$ cat config.mk
export PLATFORM = sky130hd
export DESIGN_NAME = vdp18_cpu_vram_sched_flat
export DESIGN_NICKNAME = d
export VERILOG_FILES = /design/src/rtl/vdp18_pkg.sv /design/src/rtl/vdp18_cpu_vram_sched_if.sv /design/src/rtl/vdp18_wait_mon.sv /design/src/rtl/vdp18_cpu_vram_sched.sv /design/src/flat_wrapper.sv
export SDC_FILE = /design/constraint.sdc
export NUM_CORES = 1
export LEC_CHECK = 0
export CORE_MARGIN = 4
export CORE_UTILIZATION = 48
export DETAILED_ROUTE_END_ITERATION = 12
export PLACE_DENSITY = 0.85
export SLEW_MARGIN = 25
export SYNTH_ARGS = -nofsm -noshare
export SYNTH_HDL_FRONTEND = slang
export SYNTH_HIERARCHICAL = 1
export SYNTH_SLANG_ARGS = --single-unit
$ cat constraint.sdc
create_clock -name clk_i -period 3.5 [get_ports clk_i]
set_input_delay 0.7 -clock clk_i [delete_from_list [all_inputs] [get_ports clk_i]]
set_output_delay 0.7 -clock clk_i [all_outputs]
set_load 0.01 [all_outputs]
$ cat src/rtl/vdp18_pkg.sv
// vdp18_pkg: shared VDP types and constants (slot owners, CPU scheduler states).
package vdp18_pkg;
    typedef enum logic [3:0] {
        AC_NONE, AC_PNT, AC_PCT, AC_PGT, AC_STST, AC_SATY,
        AC_SATX, AC_SATN, AC_SATC, AC_SPTH, AC_SPTL, AC_CPU
    } access_t;
    typedef enum logic [1:0] {IDLE, PEND, ACCESS} cpu_sched_state_t;
    localparam int VRAM_AW_C = 14;
endpackage

$ cat src/rtl/vdp18_cpu_vram_sched_if.sv
// vdp18_cpu_vram_sched_if: CPU I/O block <-> VRAM scheduler request/ack bus.
interface vdp18_cpu_vram_sched_if;
    import vdp18_pkg::*;
    logic                 cpu_rd_req_i;
    logic                 cpu_wr_req_i;
    logic [VRAM_AW_C-1:0] cpu_addr_i;
    logic [7:0]           cpu_wdata_i;
    logic                 cpu_busy_o;
    logic                 cpu_ack_o;
    logic [7:0]           cpu_rdata_o;
    modport master (output cpu_rd_req_i, cpu_wr_req_i, cpu_addr_i, cpu_wdata_i,
                    input cpu_busy_o, cpu_ack_o, cpu_rdata_o);
    modport slave (input cpu_rd_req_i, cpu_wr_req_i, cpu_addr_i, cpu_wdata_i,
                   output cpu_busy_o, cpu_ack_o, cpu_rdata_o);
endinterface

$ cat src/rtl/vdp18_wait_mon.sv
// vdp18_wait_mon: saturating slot-wait counter, max-wait tracker and sticky starve flag.
module vdp18_wait_mon #(
    parameter int WAIT_LIMIT = 32
) (
    input  logic       clk_i,
    input  logic       reset_n_i,
    input  logic       inc_i,
    input  logic       done_i,
    input  logic       clr_i,
    output logic       starve_o,
    output logic [7:0] wait_max_o
);
    localparam logic [7:0] LIMIT_C = 8'(WAIT_LIMIT);
    logic [7:0] cnt;
    logic [7:0] cnt_inc;
    assign cnt_inc = (cnt == 8'hFF) ? cnt : cnt + 8'd1;
    // clear wins over both a simultaneous starve set and a max update
    always_ff @(posedge clk_i or negedge reset_n_i) begin
        if (!reset_n_i) begin
            cnt        <= '0;
            starve_o   <= 1'b0;
            wait_max_o <= '0;
        end else begin
            cnt        <= done_i ? '0 : inc_i ? cnt_inc : cnt;
            starve_o   <= !clr_i && (starve_o || (inc_i && cnt_inc >= LIMIT_C));
            wait_max_o <= clr_i ? '0 : (done_i && cnt > wait_max_o) ? cnt : wait_max_o;
        end
    end
endmodule

$ cat src/rtl/vdp18_cpu_vram_sched.sv
// vdp18_cpu_vram_sched: places one pending CPU VRAM access into the next AC_CPU slot
// and muxes the VRAM port between video fetch and the CPU.
module vdp18_cpu_vram_sched
    import vdp18_pkg::*;
#(
    parameter int WAIT_LIMIT = 32
) (
    input  logic                 clk_i,
    input  logic                 reset_n_i,
    input  logic                 clk_en_acc_i,
    input  access_t              access_type_i,
    input  logic [VRAM_AW_C-1:0] vid_addr_i,
    vdp18_cpu_vram_sched_if.slave cpu,
    output logic [VRAM_AW_C-1:0] vram_a_o,
    output logic [7:0]           vram_d_o,
    output logic                 vram_we_o,
    input  logic [7:0]           vram_d_i,
    input  logic                 starve_clr_i,
    output logic                 starve_o,
    output logic [7:0]           wait_max_o
);
    cpu_sched_state_t     state;
    logic [VRAM_AW_C-1:0] addr;
    logic                 wr;
    logic                 done;
    logic                 inc;
    assign done           = state == ACCESS && clk_en_acc_i;
    assign inc            = state == PEND && clk_en_acc_i && access_type_i != AC_CPU;
    assign cpu.cpu_ack_o  = done;
    assign cpu.cpu_busy_o = state != IDLE;
    assign vram_a_o       = state == ACCESS ? addr : vid_addr_i;
    // write wins over a simultaneous read; requests while busy are dropped
    always_ff @(posedge clk_i or negedge reset_n_i) begin
        if (!reset_n_i) begin
            state           <= IDLE;
            addr            <= '0;
            wr              <= 1'b0;
            vram_d_o        <= '0;
            vram_we_o       <= 1'b0;
            cpu.cpu_rdata_o <= '0;
        end else begin
            case (state)
                IDLE: if (cpu.cpu_rd_req_i || cpu.cpu_wr_req_i) begin
                    addr     <= cpu.cpu_addr_i;
                    vram_d_o <= cpu.cpu_wdata_i;
                    wr       <= cpu.cpu_wr_req_i;
                    state    <= PEND;
                end
                PEND: if (clk_en_acc_i && access_type_i == AC_CPU) begin
                    vram_we_o <= wr;
                    state     <= ACCESS;
                end
                ACCESS: if (clk_en_acc_i) begin
                    if (!wr) cpu.cpu_rdata_o <= vram_d_i;
                    vram_we_o <= 1'b0;
                    state     <= IDLE;
                end
                default: state <= IDLE;
            endcase
        end
    end
    vdp18_wait_mon #(.WAIT_LIMIT(WAIT_LIMIT)) u_wait_mon (
        .clk_i      (clk_i),
        .reset_n_i  (reset_n_i),
        .inc_i      (inc),
        .done_i     (done),
        .clr_i      (starve_clr_i),
        .starve_o   (starve_o),
        .wait_max_o (wait_max_o)
    );
endmodule

$ cat src/flat_wrapper.sv
// flat-port wrapper written by rule: the top's interface ports become plain ports
module vdp18_cpu_vram_sched_flat import vdp18_pkg::*;
#(
    parameter int WAIT_LIMIT = 32
)
  (clk_i, reset_n_i, clk_en_acc_i, access_type_i, vid_addr_i, vram_a_o, vram_d_o, vram_we_o, vram_d_i, starve_clr_i, starve_o, wait_max_o, cpu_cpu_rd_req_i, cpu_cpu_wr_req_i, cpu_cpu_addr_i, cpu_cpu_wdata_i, cpu_cpu_busy_o, cpu_cpu_ack_o, cpu_cpu_rdata_o);
  vdp18_cpu_vram_sched_if cpu_i ();
  input  logic clk_i;
  input  logic reset_n_i;
  input  logic clk_en_acc_i;
  input  access_t access_type_i;
  input  logic [VRAM_AW_C-1:0] vid_addr_i;
  output logic [VRAM_AW_C-1:0] vram_a_o;
  output logic [7:0] vram_d_o;
  output logic vram_we_o;
  input  logic [7:0] vram_d_i;
  input  logic starve_clr_i;
  output logic starve_o;
  output logic [7:0] wait_max_o;
  input wire logic [$bits(cpu_i.cpu_rd_req_i)-1:0] cpu_cpu_rd_req_i;
  input wire logic [$bits(cpu_i.cpu_wr_req_i)-1:0] cpu_cpu_wr_req_i;
  input wire logic [$bits(cpu_i.cpu_addr_i)-1:0] cpu_cpu_addr_i;
  input wire logic [$bits(cpu_i.cpu_wdata_i)-1:0] cpu_cpu_wdata_i;
  output wire logic [$bits(cpu_i.cpu_busy_o)-1:0] cpu_cpu_busy_o;
  output wire logic [$bits(cpu_i.cpu_ack_o)-1:0] cpu_cpu_ack_o;
  output wire logic [$bits(cpu_i.cpu_rdata_o)-1:0] cpu_cpu_rdata_o;
  assign cpu_i.cpu_rd_req_i = cpu_cpu_rd_req_i;
  assign cpu_i.cpu_wr_req_i = cpu_cpu_wr_req_i;
  assign cpu_i.cpu_addr_i = cpu_cpu_addr_i;
  assign cpu_i.cpu_wdata_i = cpu_cpu_wdata_i;
  assign cpu_cpu_busy_o = cpu_i.cpu_busy_o;
  assign cpu_cpu_ack_o = cpu_i.cpu_ack_o;
  assign cpu_cpu_rdata_o = cpu_i.cpu_rdata_o;
  vdp18_cpu_vram_sched #(.WAIT_LIMIT(WAIT_LIMIT)) u_core (.clk_i(clk_i), .reset_n_i(reset_n_i), .clk_en_acc_i(clk_en_acc_i), .access_type_i(access_type_i), .vid_addr_i(vid_addr_i), .cpu(cpu_i), .vram_a_o(vram_a_o), .vram_d_o(vram_d_o), .vram_we_o(vram_we_o), .vram_d_i(vram_d_i), .starve_clr_i(starve_clr_i), .starve_o(starve_o), .wait_max_o(wait_max_o));
endmodule
### Word level (Yosys, flattened, before mapping)

Cells that the tools add are included.

| storage, ports and cells | value |
|---|---|
| register bits | 51 |
| bits in latches | 0 |
| RAM bits | 0 |
| bits in read-only memories | 0 |
| bits of input ports | 54 |
| output and inout bits | 42 |
| logic and storage cells | 53 |
| memories kept | 0 |

| cells by class | value |
|---|---|
| $add $sub $neg | 1 |
| $mul | 0 |
| divide/modulo/power cells | 0 |
| order comparisons | 2 |
| equality and inequality tests | 8 |
| shift-type cells | 0 |
| mux-type cells | 13 |
| bitwise operators | 1 |
| reduce and logical (&&, ||, !) cells | 19 |

Operators with widths:

| cell | count |
|---|---|
| 8-bit 2-to-1 mux | 5 |
| 14-bit 2-to-1 mux | 1 |
| 3-bit AND reduction | 3 |
| 8-bit by 1-bit adder with 8-bit output, second input constant | 1 |
| 8-bit == test, second input constant | 1 |
| 8-bit by 6-bit >= comparator with 1-bit output, second input constant | 1 |
| 8-bit > comparator | 1 |
| 2-bit nonzero test | 4 |
| 1-bit logical AND | 7 |
| 2-bit 2-to-1 mux | 3 |
| 2-bit case mux with 3 select lines | 1 |
| 4-bit == test, second input constant | 1 |
| 2-bit inequality test, second input constant | 2 |
| 4-bit inequality test, second input constant | 1 |
| 2-bit by 1-bit == test with 1-bit output, second input constant | 1 |
| 2-bit == test, second input constant | 1 |
| 2-bit zero test | 1 |
| 1-bit logical OR | 2 |
| 1-bit 2-to-1 mux | 2 |
| 2-bit by 1-bit inequality test with 1-bit output, second input constant | 1 |
| 1-bit case mux with 2 select lines | 1 |
| 2-bit AND reduction | 1 |
| 1-bit zero test | 1 |
| 1-bit NOT | 1 |

### Longest topological paths before layout

Gate-level depths: netlist of the first run.

| logic depth | value |
|---|---|
| depth in word-level cells | 6 |
| mapped depth | 9 |
| depth with buffers taken out | 6 |

### By module

The synthesis of the first run kept the hierarchy.

By module, submodules not included:

| module | times used | cells an instance | area an instance (sq um) | sequential area each (sq um) |
|---|---|---|---|---|
| vdp18_cpu_vram_sched | 1 | 105 | 1575.3 | 850.8 |
| vdp18_wait_mon | 1 | 117 | 1096.1 | 425.4 |

### Worst setup path after synthesis of the first run

Ideal clock, no wire load.

| path | value |
|---|---|
| path kind | input to register |
| start | input access_type_i[0] |
| end | register u_core.u_wait_mon.cnt[4] |
| setup time | 0.077 ns |
| arrival | 2.073 ns |
| required time | 3.423 ns |
| slack | 1.349 ns |
| stages | 6 |
| path buffers | 0 |
| path through | and4b_1 -> nor3b_1 -> or2_2 -> o31ai_1 -> or3_1 -> a21oi_1 |

| between the ends | value |
|---|---|
| longest elaborated chain between the ends | 3 |

RTL lines:

| item | line | RTL |
|---|---|---|
| start, declared | flat_wrapper.sv:11 | `input access_t access_type_i;` |
| 4-bit inequality test | vdp18_cpu_vram_sched.sv:28 | `assign inc = state == PEND && clk_en_acc_i && access_type_i != AC_CPU;` |
| 1-bit logical AND | vdp18_cpu_vram_sched.sv:28 |  |
| named net u_core.inc | vdp18_cpu_vram_sched.sv:26 | `logic inc;` |
| 2-bit nonzero test (no source line) | n/a |  |
| end signal, assigned | vdp18_wait_mon.sv:24 | `cnt <= done_i ? '0 : inc_i ? cnt_inc : cnt;` |
| end, declared | vdp18_wait_mon.sv:14 | `logic [7:0] cnt;` |

The timed path passes the listed nets, and every way through them passes these cells.
A chain may end at the register's enable or synchronous reset.

### Final worst setup path of the first run

| path | value |
|---|---|
| start | register u_core.state[1] |
| end | output vram_a_o[12] |

| between the ends | value |
|---|---|
| longest elaborated chain between the ends | 2 |

RTL lines:

| item | line | RTL |
|---|---|---|
| start, declared | vdp18_cpu_vram_sched.sv:22 | `cpu_sched_state_t state;` |
| start signal, assigned | vdp18_cpu_vram_sched.sv:35 | `state <= IDLE;` |
| start signal, assigned | vdp18_cpu_vram_sched.sv:47 | `state <= PEND;` |
| start signal, assigned | vdp18_cpu_vram_sched.sv:51 | `state <= ACCESS;` |
| 2-bit == test | vdp18_cpu_vram_sched.sv:31 | `assign vram_a_o = state == ACCESS ? addr : vid_addr_i;` |
| 14-bit 2-to-1 mux | vdp18_cpu_vram_sched.sv:31 |  |
| end, declared | flat_wrapper.sv:13 | `output logic [VRAM_AW_C-1:0] vram_a_o;` |

Every way passes these cells.

==> impl_metrics.json, run 1 <==
{
  "critical_path.cell_chain": "nor2b_4 -> mux2_2 -> clkdlybuf4s50_1",
  "rsz0062_at_grt": "no",
  "grt_pass1_vias": 2145,
  "fin_setup_tns_ns": 0,
  "ys_ff_latch": 51,
  "synthDistinctLibCells": 43,
  "cp_data_required_time_ns": 2.80,
  "cp_slowest_cell": "clkdlybuf4s50_1",
  "cts-htree-levels": 2,
  "insertion_delay_ns": 0.30,
  "crit_type": "reg -> out",
  "syn2layout_area_growth_pct": 40.1,
  "fin_skew_ns": 0.0123,
  "post-cts-setup-buffers": 0,
  "drive_gt1_share_pct": 19.1,
  "met3_length_um": 585,
  "tightest_slew_ns": 0.687,
  "wirelength_met1_um": 2470,
  "core_region_area_um2": 5240,
  "cts_buffer_depth": 2,
  "start_kind": "flop",
  "fill_cells": 371,
  "dieHeight_um": 82.6,
  "port_buffers": 95,
  "final_nets": 382,
  "grt_usage_pct": 18.4,
  "worstPathMaxFanout": 17,
  "grt_pass1_wl_um": 9680,
  "setup_viol_count_final": 0,
  "via_per_inst": 5.11,
  "syn_inst": 222,
  "die_area_um2": 6820,
  "place_congestion": 0.810,
  "n_antenna_cell": 0,
  "rows": 26,
  "slew_headroom_pct": 54.2,
  "initial_utilization_pct": 51.0,
  "routedWlPerCell_um": 14.7,
  "path_clk_slew_ns": 0.10,
  "p_leak_uw": 0.00153,
  "dr.first_iter.drc_count": 151,
  "cts_buffers": 5,
  "post-place-ws_ns": 0.787,
  "wl_um": 5710,
  "fmax_mhz": 361,
  "hold_class": "in -> async",
  "cts_tree": "yes",
  "highest_layer": "met3",
  "drv_slew": 0,
  "cts-hold-fix-buffers": 0,
  "grt_max_degree": 31,
  "drv_cap": 0,
  "crit_path_end_kind": "primary output",
  "vias": 1993,
  "die_w_um": 82.6,
  "powerDensity_nw_per_um2": 555,
  "root_buffer": "clkbuf_8",
  "period_needed_ns": 2.77,
  "syn_area_um2": 2670,
  "avgSynthCellArea_um2": 12.0,
  "ys_seq_area_share_pct": 47.8,
  "antenna_found_initial": 0,
  "grt_remaining_overflow": 0,
  "ioPinCount": 96,
  "setup_slack_ns": 0.727,
  "ir_drop_mv": 0.305,
  "critical_path_arrival_ns": 2.07,
  "met2_length_um": 2660,
  "seqCellArea_um2": 1280,
  "antenna_left": 0,
  "max_stage_delay_ns": 0.49,
  "hold_viol_final": 0,
  "post-route-period-util_pct": 79.2,
  "clock-sinks": 51,
  "synth_nets": 285,
  "drcViolationCount": 0,
  "place_hpwl_um": 4350,
  "firstDrtPassIters": 4,
  "synth_warnings": 6,
  "post_cts_resized": 0,
  "multi_input_area_um2": 1270,
  "status": "completed"
}
-- final timing paths --
check	endpoint	startpoint	depth (start not counted)	slack (ns)
hold reg to reg	u_core/addr[8]	u_core/addr[8]	1	0.51
hold / removal	u_core/addr[4]	reset_n_i	1	0.43
setup / recovery	vram_a_o[12]	u_core/state[1]	3	0.73
setup reg to reg	u_core/u_wait_mon/wait_max_o[4]	u_core/state[1]	5	1.36
min in group clk_i	u_core/addr[8]	u_core/addr[8]	1	0.51
max in group asynchronous	u_core/u_wait_mon/cnt[2]	reset_n_i	2	2.33
-- cell families after synthesis --
group | count (synthesis) | synth area share [%]
adders and majority gates | 9 | 4.22
buffers and inverters | 23 | 4.82
DFF | 51 | 47.8
and+or+nand+nor | 58 | 12.2
xor gates and xnor gates | 2 | 0.656
AOI/OAI and AO/OA | 24 | 6.51
muxes | 55 | 23.8
-- sequential cells by signal, summed over array words and instances (netlist names) --
| register | count |
|---|---|
| u_core/u_wait_mon/starve_o | 1 |
| u_core/vram_d_o | 8 |
| u_core/state | 2 |
| u_core/wr | 1 |
| u_core/u_wait_mon/cnt | 8 |
| u_core/vram_we_o | 1 |
| u_core/addr | 14 |
| u_core/cpu.cpu_rdata_o | 8 |
| u_core/u_wait_mon/wait_max_o | 8 |
-- worst max-delay path, delay by kind of cell (launching register included) --
family	cells	cell delay [ns]
flip-flops	1	0.42
AND/OR/NAND/NOR	1	0.47
buffers and inverters	1	0.49
multiplexers	1	0.40
-- layout make-up --
type	count	share of cell area [%]
flip-flops and latches	51	34.1
multi-input cells	148	33.8
repair buffers	98	25.9
well taps	70	2.34
clock buffers	5	1.84
inverters	15	1.50
clock inverters	3	0.502
-- metrics by stage --
step,hold slack (ns),power [uW],std cells,area [um2],util (%)
after floorplan,0.404,1410,222,2670,-
after global placement,0.488,1720,382,3650,69.8
after detailed placement,0.491,1750,382,3650,69.8
after CTS,0.458,2100,390,3740,71.5
after global routing,0.477,2240,390,3740,71.5
final,0.428,2080,390,3740,71.5
-- power by group --
part	switching, uW	total (uW)	internal, uW
sequential	153	940	788
combinational	323	802	479
clock	194	335	141
-- per-layer routing --
metal  GRT usage [%]  up-vias
li1                -      973
met1            23.4      937
met2            28.9       83
met3            8.13        0
met4            4.25        0
met5               0        -
-- Yosys cell counts (all sizes together) --
| master | instances | area (um2) |
|---|---|---|
| ha | 9 | 113 |
| xnor2 | 1 | 8.76 |
| and3b | 1 | 8.76 |
| or2 | 1 | 6.26 |
| o211ai | 1 | 7.51 |
| nand2b | 15 | 93.8 |
| buf | 7 | 68.8 |
| nor2 | 10 | 37.5 |
| nand2 | 9 | 33.8 |
| o21bai | 1 | 7.51 |
| and3 | 1 | 6.26 |
| nor2b | 1 | 13.8 |
| or3 | 3 | 18.8 |
| o311ai | 1 | 8.76 |
| o221ai | 1 | 8.76 |
| nand3 | 4 | 20.0 |
| or2b | 2 | 15.0 |
| dfrtp | 51 | 1280 |
| o22ai | 1 | 6.26 |
| a21oi | 7 | 35.0 |
| a22o | 1 | 8.76 |
| and2 | 2 | 12.5 |
| o2111a | 1 | 11.3 |
| o31ai | 2 | 20.0 |
| inv | 15 | 56.3 |
| a31oi | 1 | 6.26 |
| mux2 | 44 | 526 |
| nand4 | 1 | 6.26 |
| nor4 | 1 | 6.26 |
| mux2i | 11 | 110 |
| o21a | 1 | 15.0 |
| a211oi | 2 | 15.0 |
| o21ai | 4 | 23.8 |
| xor2 | 1 | 8.76 |
| clkbuf | 1 | 3.75 |
| nor3b | 1 | 7.51 |
| nor3 | 4 | 20.0 |
| and4b | 2 | 20.0 |
-- cell usage in the layout, fill, tap and decap left out, types with 8 or more instances in the layout --
master            n
nand2b_1         15
mux2_2           36
mux2_4            8
ha_1              9
mux2i_1          11
nand2_1           9
inv_1            15
nor2_1           10
dfrtp_1          51
clkdlybuf4s50_1  94
Power figures use the tool's default switching activity.
==> run 2, diff against run 1 <==
--- a/config.mk
+++ b/config.mk
@@ -6,9 +6,9 @@
 export NUM_CORES = 1
 export LEC_CHECK = 0
 export CORE_MARGIN = 4
-export CORE_UTILIZATION = 48
+export CORE_UTILIZATION = 41
 export DETAILED_ROUTE_END_ITERATION = 12
-export PLACE_DENSITY = 0.85
+export PLACE_DENSITY = 0.77
 export SLEW_MARGIN = 25
 export SYNTH_ARGS = -nofsm -noshare
 export SYNTH_HDL_FRONTEND = slang
==> constraint.sdc (replaced) <==
create_clock -name clk_i -period 2.5 [get_ports clk_i]
set_input_delay 0.5 -clock clk_i [delete_from_list [all_inputs] [get_ports clk_i]]
set_output_delay 0.5 -clock clk_i [all_outputs]
set_load 0.01 [all_outputs]
==> run 2 against run 1 <==
Net effect:
- critical path type unchanged
- cell count increased by 3.8%
- critical path depth grew 1
- power rose by 42%
- non-clock buffer count is 8 higher
- worst hold slack got worse by 0.25 ns
- wire length shrank 0.56%
- largest power group unchanged
- clock-buffer cell count is 3 higher
- cell area up 2.5%
- clock skew decreased by 0.0055 ns
- critical endpoint is now vram_a_o[2]
- clock power up 56%
- via count increased by 0.60%
==> impl_metrics.json, run 2 (synthesis gave the netlist of run 1 again) <==
{
  "status": "completed",
  "grt_remaining_overflow": 0,
  "drcViolationCount": 0,
  "p_leak_uw": 0.00158,
  "wl_um": 5680,
  "reg2reg_from": "u_core/state[1]",
  "power_uw": 2950,
  "drive_gt1_share_pct": 20.7,
  "regMostFlops": "u_core/addr",
  "cts_buffers": 5,
  "tightest_slew_ns": 0.569,
  "final_area_um2": 3840,
  "n_antenna_cell": 0,
  "critical_path_arrival_ns": 1.90,
  "worst-path-buf-inv": 2,
  "insertion_delay_ns": 0.30,
  "worstSetupStartpoint": "u_core/state[0]",
  "syn2layout_area_growth_pct": 43.6,
  "largest_reg_flops": 14,
  "r2r_setup_slack_ns": 0.56,
  "vias": 2005,
  "place_congestion": 0.800,
  "grt_pass1_wl_um": 9220,
  "path_clk_slew_ns": 0.09,
  "ioPinCount": 96,
  "fin_setup_tns_ns": 0,
  "via_per_inst": 4.95,
  "routedWlPerCell_um": 14.0,
  "firstDrtPassIters": 4,
  "crit_type": "reg -> out",
  "reg2reg_to": "u_core/u_wait_mon/cnt[7]",
  "final_common_cell": "clkdlybuf4s50_1",
  "rsz0062_at_grt": "no",
  "final_cell_mix": "94 x clkdlybuf4s50_1, 51 x dfrtp_1, 36 x mux2_2",
  "fill_cells": 512,
  "antenna_found_initial": 0,
  "start_kind": "flop",
  "dieHeight_um": 88.7,
  "crit_family": "buffers and inverters",
  "slew_headroom_pct": 62.1,
  "port_buffers": 95,
  "reg2reg_depth": 8,
  "setup_viol_count_final": 0,
  "cts-htree-levels": 2,
  "dr.first_iter.drc_count": 109,
  "ir_drop_mv": 0.408,
  "max_stage_delay_ns": 0.49,
  "cts-hold-fix-buffers": 0,
  "fmax_mhz": 417,
  "critical_path_cell_count": 4,
  "cts_tree": "yes",
  "place_hpwl_um": 4340,
  "cp_slowest_cell": "clkdlybuf4s50_1",
  "initial_utilization_pct": 42.1,
  "crit_path_end_kind": "primary output",
  "grt_usage_pct": 15.1,
  "hold_viol_final": 0,
  "fin_util_pct": 60.4,
  "worstPathMaxFanout": 11,
  "final_nets": 390,
  "critical_path.cell_chain": "nor2b_4 -> buf_4 -> mux2_2 -> clkdlybuf4s50_1",
  "grt_pass1_vias": 2018,
  "powerDensity_nw_per_um2": 769,
  "drv_slew": 0,
  "cts_buffer_depth": 2,
  "timing.hold.ws_ns": 0.176,
  "rows": 29,
  "clock-sinks": 51,
  "crit_end": "vram_a_o[2]",
  "grt_max_degree": 29,
  "post-route-period-util_pct": 95.8,
  "core_region_area_um2": 6350,
  "period_needed_ns": 2.40,
  "hold_class": "in -> async",
  "die_area_um2": 7870,
  "placed_area_um2": 3720,
  "die_w_um": 88.7,
  "fin_skew_ns": 0.00682,
  "cp_data_required_time_ns": 2.00,
  "antenna_left": 0,
  "root_buffer": "clkbuf_8",
  "drv_cap": 0
}
[run 2: cell types whose count changed in the layout (fill, tap and decap cells not counted)]
cell / before / now
clkinv_2: 2 / 0
clkbuf_8: 5 / 7
clkbuf_1: 0 / 1
inv_6: 1 / 0
buf_4: 3 / 10
buf_12: 0 / 1
[run 2: worst min path at each step]
stage / endpoint / slack (ns)
after floorplan: u_core/addr[0] / 0.20
after global placement: u_core/addr[9] / 0.48
after detailed placement: u_core/addr[4] / 0.49
after CTS: u_core/u_wait_mon/wait_max_o[4] / 0.19
after global routing: u_core/u_wait_mon/wait_max_o[4] / 0.21
final: u_core/u_wait_mon/wait_max_o[4] / 0.18
[run 2: where the power goes]
part	internal, uW	total [uW]	leakage, uW	switching [uW]
logic	674	1110	0.000886	438
registers	1100	1310	0.000644	212
clock network	253	523	0.0000515	269
[run 2: cell type report]
class	count	area (um2)	area share [%]
Clock buffer	8	100	2.61
Timing Repair Buffer	106	1040	27.1
Multi-Input combinational cell	148	1270	33.0
Tap cell	77	96.3	2.51
Sequential cell	51	1280	33.3
Inverter	15	56.3	1.47
[run 2: repair_timing]
item | CTS | global route
resized for setup | 0 | 0
endpoints found under the setup margin | 0 | 9
setup buffers | 0 | 2
[run 2: worst reg2reg max path, delay by kind of cell, from the launching register on]
| kind | cells | cell delay (ns) |
|---|---|---|
| AND/OR/NAND/NOR | 5 | 1.05 |
| flip-flops | 1 | 0.42 |
| buffers and inverters | 3 | 0.37 |
[run 2: metrics by stage]
step,std cells,worst slack (ns)
3_3_place_gp,395,0.240
2_1_floorplan,222,0.549
4_1_cts,403,0.0324
5_1_grt,405,0.00720
3_5_place_dp,395,0.198
6_report,405,0.104
[run 2: layer usage]
metal  routed length [um]  global-route usage (%)  vias to the layer above
met3                  466                    5.49                        5
met5                    0                       0                        -
met4                   42                    4.40                        0
li1                     -                       -                      986
met1                 2420                    18.7                      953
met2                 2760                    24.6                       61
